[src/rtl/vga_plot_arbiter_pkg.sv]
// vga_plot_arbiter_pkg: screen geometry defaults, colour width, requester roles and FSM state type.
package vga_plot_arbiter_pkg;
    localparam int SCREEN_W_DEF = 160;
    localparam int SCREEN_H_DEF = 120;
    localparam int COLOUR_W     = 24;
    // requester index assignments
    localparam int REQ_NOTE_DRAWER = 0;
    localparam int REQ_RESET_SCREEN = 1;
    localparam int REQ_BG_SCANNER  = 2;
    typedef enum logic {IDLE, LOCKED} state_e;
endpackage

[src/rtl/vga_plot_arbiter_arb_picker.sv]
// arb_picker: combinational winner search over the valid vector, starting just after the pointer and wrapping.
module arb_picker #(
    parameter int NUM_REQ = 3
) (
    input  logic [NUM_REQ-1:0] valid_i,
    input  logic [1:0]         ptr_i,
    output logic [1:0]         winner_o,
    output logic               any_valid_o
);
    function automatic int idx(input logic [1:0] p, input int k);
        int s = int'(p) + 1 + k;
        return s >= NUM_REQ ? s - NUM_REQ : s;
    endfunction

    // walk from farthest to nearest so the nearest valid requester is written last
    always_comb begin
        winner_o = '0;
        for (int k = NUM_REQ - 1; k >= 0; k--)
            if (valid_i[idx(ptr_i, k)]) winner_o = 2'(idx(ptr_i, k));
    end

    assign any_valid_o = |valid_i;
endmodule

[src/rtl/vga_plot_arbiter.sv]
// vga_plot_arbiter: locks one pixel requester onto the vga_adapter plot port per burst.
// Define ARB_ROUND_ROBIN_EN for round-robin arbitration; otherwise index 0 has highest priority.
module vga_plot_arbiter
    import vga_plot_arbiter_pkg::*;
#(
    parameter int          NUM_REQ   = 3,
    parameter logic [15:0] MAX_BURST = 16'd0,
    parameter int          SCREEN_W  = SCREEN_W_DEF,
    parameter int          SCREEN_H  = SCREEN_H_DEF
) (
    input  logic                        CLOCK_50,
    input  logic                        resetn,
    input  logic [NUM_REQ-1:0]          req_valid,
    input  logic [NUM_REQ-1:0]          req_last,
    input  logic [8*NUM_REQ-1:0]        req_x,
    input  logic [8*NUM_REQ-1:0]        req_y,
    input  logic [COLOUR_W*NUM_REQ-1:0] req_colour,
    output logic [NUM_REQ-1:0]          grant,
    output logic                        plot,
    output logic [7:0]                  screenX,
    output logic [7:0]                  screenY,
    output logic [COLOUR_W-1:0]         colour,
    output logic [1:0]                  owner,
    output logic                        busy
);
    state_e                state_q, state_d;
    logic [1:0]            owner_q, owner_d, winner, ptr;
    logic [15:0]           cnt_q, cnt_d;
    logic                  plot_q, plot_d;
    logic [7:0]            x_q, x_d, y_q, y_d, sel_x, sel_y;
    logic [COLOUR_W-1:0]   col_q, col_d, sel_col;
    logic                  any_valid, accept, at_limit;

    arb_picker #(.NUM_REQ(NUM_REQ)) u_picker (
        .valid_i    (req_valid),
        .ptr_i      (ptr),
        .winner_o   (winner),
        .any_valid_o(any_valid)
    );

`ifdef ARB_ROUND_ROBIN_EN
    logic [1:0] ptr_q;
    always_ff @(posedge CLOCK_50)
        if (!resetn) ptr_q <= 2'(NUM_REQ - 1);
        else if (state_q == IDLE && any_valid) ptr_q <= winner;
    assign ptr = ptr_q;
`else
    // pointer pinned at the top index makes the search start at 0: plain fixed priority
    assign ptr = 2'(NUM_REQ - 1);
`endif

    assign sel_x    = req_x[8*owner_q +: 8];
    assign sel_y    = req_y[8*owner_q +: 8];
    assign sel_col  = req_colour[COLOUR_W*owner_q +: COLOUR_W];
    assign accept   = state_q == LOCKED && req_valid[owner_q];
    assign at_limit = MAX_BURST != 16'd0 && cnt_q + 16'd1 == MAX_BURST;

    always_comb begin
        state_d = state_q;
        owner_d = owner_q;
        cnt_d   = cnt_q;
        x_d     = x_q;
        y_d     = y_q;
        col_d   = col_q;
        plot_d  = 1'b0;
        if (state_q == IDLE) begin
            if (any_valid) begin
                state_d = LOCKED;
                owner_d = winner;
                cnt_d   = '0;
            end
        end else if (accept) begin
            x_d    = sel_x;
            y_d    = sel_y;
            col_d  = sel_col;
            // off-screen pixels are consumed but never strobed
            plot_d = (32'(sel_x) < SCREEN_W) && (32'(sel_y) < SCREEN_H);
            cnt_d  = cnt_q + 16'd1;
            state_d = (req_last[owner_q] || at_limit) ? IDLE : LOCKED;
        end
    end

    always_ff @(posedge CLOCK_50)
        if (!resetn) begin
            state_q <= IDLE;
            owner_q <= '0;
            cnt_q   <= '0;
            plot_q  <= 1'b0;
            x_q     <= '0;
            y_q     <= '0;
            col_q   <= '0;
        end else begin
            state_q <= state_d;
            owner_q <= owner_d;
            cnt_q   <= cnt_d;
            plot_q  <= plot_d;
            x_q     <= x_d;
            y_q     <= y_d;
            col_q   <= col_d;
        end

    assign busy    = state_q == LOCKED;
    assign grant   = busy ? {{(NUM_REQ-1){1'b0}}, 1'b1} << owner_q : '0;
    assign plot    = plot_q;
    assign screenX = x_q;
    assign screenY = y_q;
    assign colour  = col_q;
    assign owner   = owner_q;
endmodule

[config.mk]
export PLATFORM = sky130hd
export DESIGN_NAME = vga_plot_arbiter
export DESIGN_NICKNAME = d
export VERILOG_FILES = /design/src/rtl/vga_plot_arbiter_pkg.sv /design/src/rtl/vga_plot_arbiter_arb_picker.sv /design/src/rtl/vga_plot_arbiter.sv
export SDC_FILE = /design/constraint.sdc
export NUM_CORES = 1
export LEC_CHECK = 0
export ABC_AREA = 1
export BUFFER_PORTS_ARGS = -buffer_cell sky130_fd_sc_hd__buf_2
export CAP_MARGIN = 25
export CORE_MARGIN = 4
export CORE_UTILIZATION = 45
export CTS_CLUSTER_SIZE = 16
export DETAILED_ROUTE_END_ITERATION = 6
export PLACE_DENSITY = 0.95
export SYNTH_ARGS = -nofsm -noshare
export SYNTH_HDL_FRONTEND = slang
export SYNTH_HIERARCHICAL = 1
export SYNTH_SLANG_ARGS = --single-unit
[constraint.sdc]
create_clock -name CLOCK_50 -period 3.2 [get_ports CLOCK_50]
set_clock_uncertainty 0.15 [all_clocks]
set_input_delay 0.32 -clock CLOCK_50 [delete_from_list [all_inputs] [get_ports CLOCK_50]]
set_output_delay 0.32 -clock CLOCK_50 [all_outputs]
set_load 0.02 [all_outputs]
Word level (Yosys, flattened, before mapping)
Index checks and enable logic that the tools add are counted.
{ "op_classes": {"addsub": 0, "shift": 4, "order_cmp": 3, "n_eq_ne": 0, "reduce_logical": 6, "bitwise_logic": 1, "div": 0, "mul": 1, "muxes": 12} }
{ "op_table": {"columns": ["cell", "n"], "rows": [
  ["$shiftx 72x8->24", 1],
  ["$shiftx 24x6->8", 2],
  ["$lt 8x7->1 const B", 1],
  ["$lt 8x8->1 const B", 1],
  ["$mux 1", 6],
  ["$mux 2", 3],
  ["$bmux 1 s2", 2],
  ["$mul 2x2->4 const A", 1],
  ["$reduce_and 2->1", 2],
  ["$lt 2x3->1 const B", 1],
  ["$mux 3", 1],
  ["$reduce_and 3->1", 1],
  ["$reduce_or 3->1", 1],
  ["$shl 1x2->3 const A", 1],
  ["$logic_and 1x1->1", 2],
  ["$not 1->1", 1]
]} }
{ "totals": {"inputBits": 128, "ff_bits": 44, "latch_bits": 0, "ramBits": 0, "n_memories": 0, "elab_cells": 33, "rom_bits": 0} }

Depth between registers and ports, before layout
{ "logic_depth": {"depth_word": 5, "ltp_mapped": 11} }

Hierarchy
The synthesis kept the hierarchy.
{ "by_module_without_submodules": {"columns": ["module", "area_each_um2", "cells_per_inst", "instances", "seq_area_each_um2"], "rows": [
  ["vga_plot_arbiter", 2376.0, 396, 1, 880.8],
  ["arb_picker", 167.7, 33, 1, 0.0]
]} }

Least setup slack after synthesis
Ideal clock, no wire load.
{ "synth_path": {"path_kind": "flip-flop to output port", "startpoint": "register owner_q[1], in the netlist owner[1]", "endpoint": "output grant[2]", "stages_incl_launch_ff": 6, "path_buffers": 1, "arrival_time_ns": 1.328, "path_slack_ns": 1.402, "required_ns": 2.730, "cell_sequence": "dfxtp_1 inv_2 nor2_2 buf_2 inv_1 nor2_1"} }
{ "synth_via": {"elab_chain_cells": 2} }
{ "synth_lines": {"columns": ["item", "line_no", "source"], "rows": [
  ["start: declaration", "vga_plot_arbiter.sv:27", "logic [1:0] owner_q, owner_d, winner, ptr;"],
  ["start signal: assignment", "vga_plot_arbiter.sv:94", "owner_q <= owner_d;"],
  ["$shl 1x2->3", "vga_plot_arbiter.sv:103", "assign grant = busy ? {{(NUM_REQ-1){1'b0}}, 1'b1} << owner_q : '0;"],
  ["$mux 3", "vga_plot_arbiter.sv:103", null],
  ["end: declaration", "vga_plot_arbiter.sv:18", "output logic [NUM_REQ-1:0] grant,"]
]} }
No other way between the ends.

Worst setup path after layout
Ends and elaborated chain as after synthesis.

==> parameters.txt <==
Parameter                              Value

Synth
  Largest cells by area after synthesis ... sky130_fd_sc_hd__dfxtp_1 (35%), sky130_fd_sc_hd__nand2_1 (32%), sky130_fd_sc_hd__a21oi_1 (9.2%), sky130_fd_sc_hd__nand3_1 (8.9%), sky130_fd_sc_hd__buf_2 (2.8%)
  Unique masters post-synth ... 18
  Share of Yosys cell area claimed by the top area cell type ... 0.346
  Total standard cell area after synthesis ... 2540 µm²
  Avg Synthesized Cell Area ... between 5 and 6 µm²
  Count leader, synth ... sky130_fd_sc_hd__nand2_1
  Dominant cell type by area after synthesis ... sky130_fd_sc_hd__dfxtp_1
  Number of warnings printed during yosys synthesis ... 6
  Async set or reset register ratio after synthesis ... 0
  Flop and latch count out of synthesis ... between 40 and 50
  Gate count after technology mapping ... between 400 and 500
  Post-synth EDFFs ... 0
  Seq/Total Area, Yosys ... 0.346
  Dominant synthesized flop cell ... sky130_fd_sc_hd__dfxtp_1
  Synth top cells by count ... sky130_fd_sc_hd__nand2_1 (217), sky130_fd_sc_hd__a21oi_1 (47), sky130_fd_sc_hd__nand3_1 (45)

Clock network
  Quantity of gates resized following cts ... 0
  Sinks on the clock net ... 44
  Clk pin slew, worst setup/hold paths ... 90 ps
  Count of hold buffers inserted by post-cts repair ... 0
  Bufs on Longest Clock Path ... 2
  Clock insertion delay at the later pin of the skew report ... 300 ps
  Buffers inserted during post-CTS setup optimization ... 0
  TritonCTS clock tree ... yes
  CTS H-tree lvls ... 2
  Number of buffers added by the clock tree synthesis step ... 5
  Library cell used as clock root buffer ... sky130_fd_sc_hd__clkbuf_8

Global route
  Maximum number of pins on one net before global-route repair ... 43
  Global-route usage over all layers ... 0.239
  Global-route wire length before repair ... around 14 mm
  Number of global-route vias before repair ... 3128
  Antenna violations before repair ... 0
  Global-route congestion overflow total ... 0

Place
  Post-detail-place hpwl ... 6.61 mm
  Routability-driven placement congestion ratio ... 0.924
  Number of placed instances, taps included ... 660
  Port-buffer cells ... 174

Hold path
  Hold endpoint ... colour[7]
  Min-Delay Path Depth ... 3
  Hold path startpoint ... resetn
  Min-Delay Path Class ... in2reg

Die
  Floorplan die area ... 6920 µm²
  Placement Rows ... 27
  Vertical die dimension ... approximately 83 µm
  Floorplan Core Area ... 5510 µm²
  Number of I/O pins ... 175
  Initial cell density of the core ... 0.462
  X dimension of the die ... 83.2 µm

STA
  Count of pins over their slew limit ... 0
  Final-report setup violation count ... 0
  Shortest clock period the worst path allows after layout ... around 2500 ps
  Setup repair after global routing missed its margin ... false
  Total Negative Setup Slacks ... 0 ps
  Tightest slew margin relative to the limit ... 0.457
  Final Hold Violating Endpoints ... 0
  Portion of the clock cycle consumed by the worst path in the final layout ... 0.767
  Slew at the pin closest to its max-slew limit ... 813 ps
  Peak Freq ... between 400 and 500 MHz

Detailed routing
  Total number of vias ... 3392
  Number of vias per cell ... 5.09
  Wirelength per Cell ... 13.1 µm
  Total wirelength of the detailed-routed design ... roughly 8.7 mm
  Violation count after the first detailed-route iteration ... 145
  Number of detailed-routing iterations run before antenna repair ... 5
  Number of nets with antenna violations after detailed routing ... 0
  Remaining design rule violation count ... 0

Finish
  Share of post-route cells with drive strength above 1 ... 0.329
  Nets ... 726
  Area growth syn-to-layout ... 40.5%
  Number of non-filler instances in the completed layout ... 667
  Inserted Diodes ... 0

Worst setup path
  Worst setup slack for register-to-register paths ... 960 ps
  Count of buffer and inverter cells on the critical path ... 4
  Setup crit end kind ... output pin
  Worst path arrival time ... 1990 ps
  Origin of the critical flop-to-flop path ... owner[0]
  Cell depth of the worst flop-to-flop path ... 7
  Classification of the worst setup path ... reg2out
  R2R Path End ... screenY[0]
  Cell family with most CP delay ... simple AND/OR/NAND/NOR gates
  CP max-delay cell ... sky130_fd_sc_hd__nor2_2
  Crit path cell chain ... inv_2 > nor2_2 > buf_12 > inv_1 > nor2_1 > buf_2
  Critical path's largest stage delay ... 520 ps
  Required time of the critical path ... ~2700 ps
  Type of origin of the critical path ... flop
  Critical Path Fanout Max ... 27

Outcome
  Result of the run ... finished clean

Power and ir drop
  Leakage power ... 1.93 nW
  Worst IR drop on VDD ... 0.318 mV
  Power density over cell area ... 469 nW/µm²

Flow run
  Number of maximum-capacitance violations ... 0
==> metrics by stage <==
step,util,hold WS (ps),total power (W),setup WS (ps),cell area (µm²)
floorplan,-,291,0.000991,1400,2550
global placement,0.626,296,0.00117,1140,3450
detailed placement,0.626,300,0.00118,1030,3450
CTS,0.649,135,0.00168,719,3570
global route,0.649,153,0.00177,536,3570
finish,0.649,141,0.00168,745,3570
==> layout by cell type, fill, tap and decap left out, drive strengths merged <==
cell type / instances
ha: 3
o21ai: 5
clkbuf: 5
nor2: 17
nand3: 46
inv: 19
bufinv: 2
nand2: 217
buf: 180
nor3: 1
a21oi: 47
conb: 5
o211ai: 2
dfxtp: 44
nand4: 2
==> power by group <==
part / leakage [nW] / internal, W / switching (W) / total (W)
sequential: 0.358 / 0.000594 / 0.0000306 / 0.000625
clock: 0.0642 / 0.000307 / 0.000192 / 0.000500
combinational: 1.51 / 0.000206 / 0.000346 / 0.000552
total: 1.93 / 0.00111 / 0.000569 / 0.00168
==> how the worst max path moves through the flow <==
stage,start,end,slack (ps),depth (start not counted)
finish,owner[1],grant[2],740,6
global route,owner[1],grant[2],540,6
CTS,owner[1],grant[2],720,6
detailed placement,owner[0],screenY[0],1030,7
global placement,owner[1],grant[2],1140,6
floorplan,owner[1],grant[2],1400,5
==> registers in the layout (all words and copies together), names as in the netlist <==
| signal | cells |
|---|---|
| busy | 1 |
| colour | 24 |
| owner | 2 |
| plot | 1 |
| screenX | 8 |
| screenY | 8 |
==> per-layer routing <==
layer,share of wire,vias to the layer above,global-route usage
met3,0.091,23,0.0665
li1,-,1679,-
met5,0,-,0
met2,0.50,186,0.405
met4,0.024,0,0.103
met1,0.39,1504,0.282
==> worst register-to-register path: cells and delay by family, from the launching register on <==
| kind | cells | cell delay [ps] |
|---|---|---|
| AND/OR/NAND/NOR | 4 | 840 |
| flip-flops | 1 | 550 |
| buffers and inverters | 2 | 460 |
| AO/OA/AOI/OAI | 1 | 160 |
==> area by class of cell <==
cell class | count | area (µm²)
Clock buffer | 5 | 68.8
Clock inverter | 2 | 60.1
Tap cell | 72 | 90.1
Fill cell | 515 | 1930
Multi-Input combinational cell | 345 | 1480
Inverter | 19 | 71.3
Sequential cell | 44 | 881
Timing Repair Buffer | 180 | 928
==> kinds of logic (layout without fill, tap and decap cells) <==
kind of cell,Yosys count,after routing,synth area share
AOI/OAI and AO/OA,54,54,0.108
other,2,5,0.00295
DFF,44,44,0.346
buffers and inverters,43,206,0.0792
and+or+nand+nor,283,283,0.449
adders and majority gates,3,3,0.0148
Note: power is estimated with default switching activity, not from simulation.
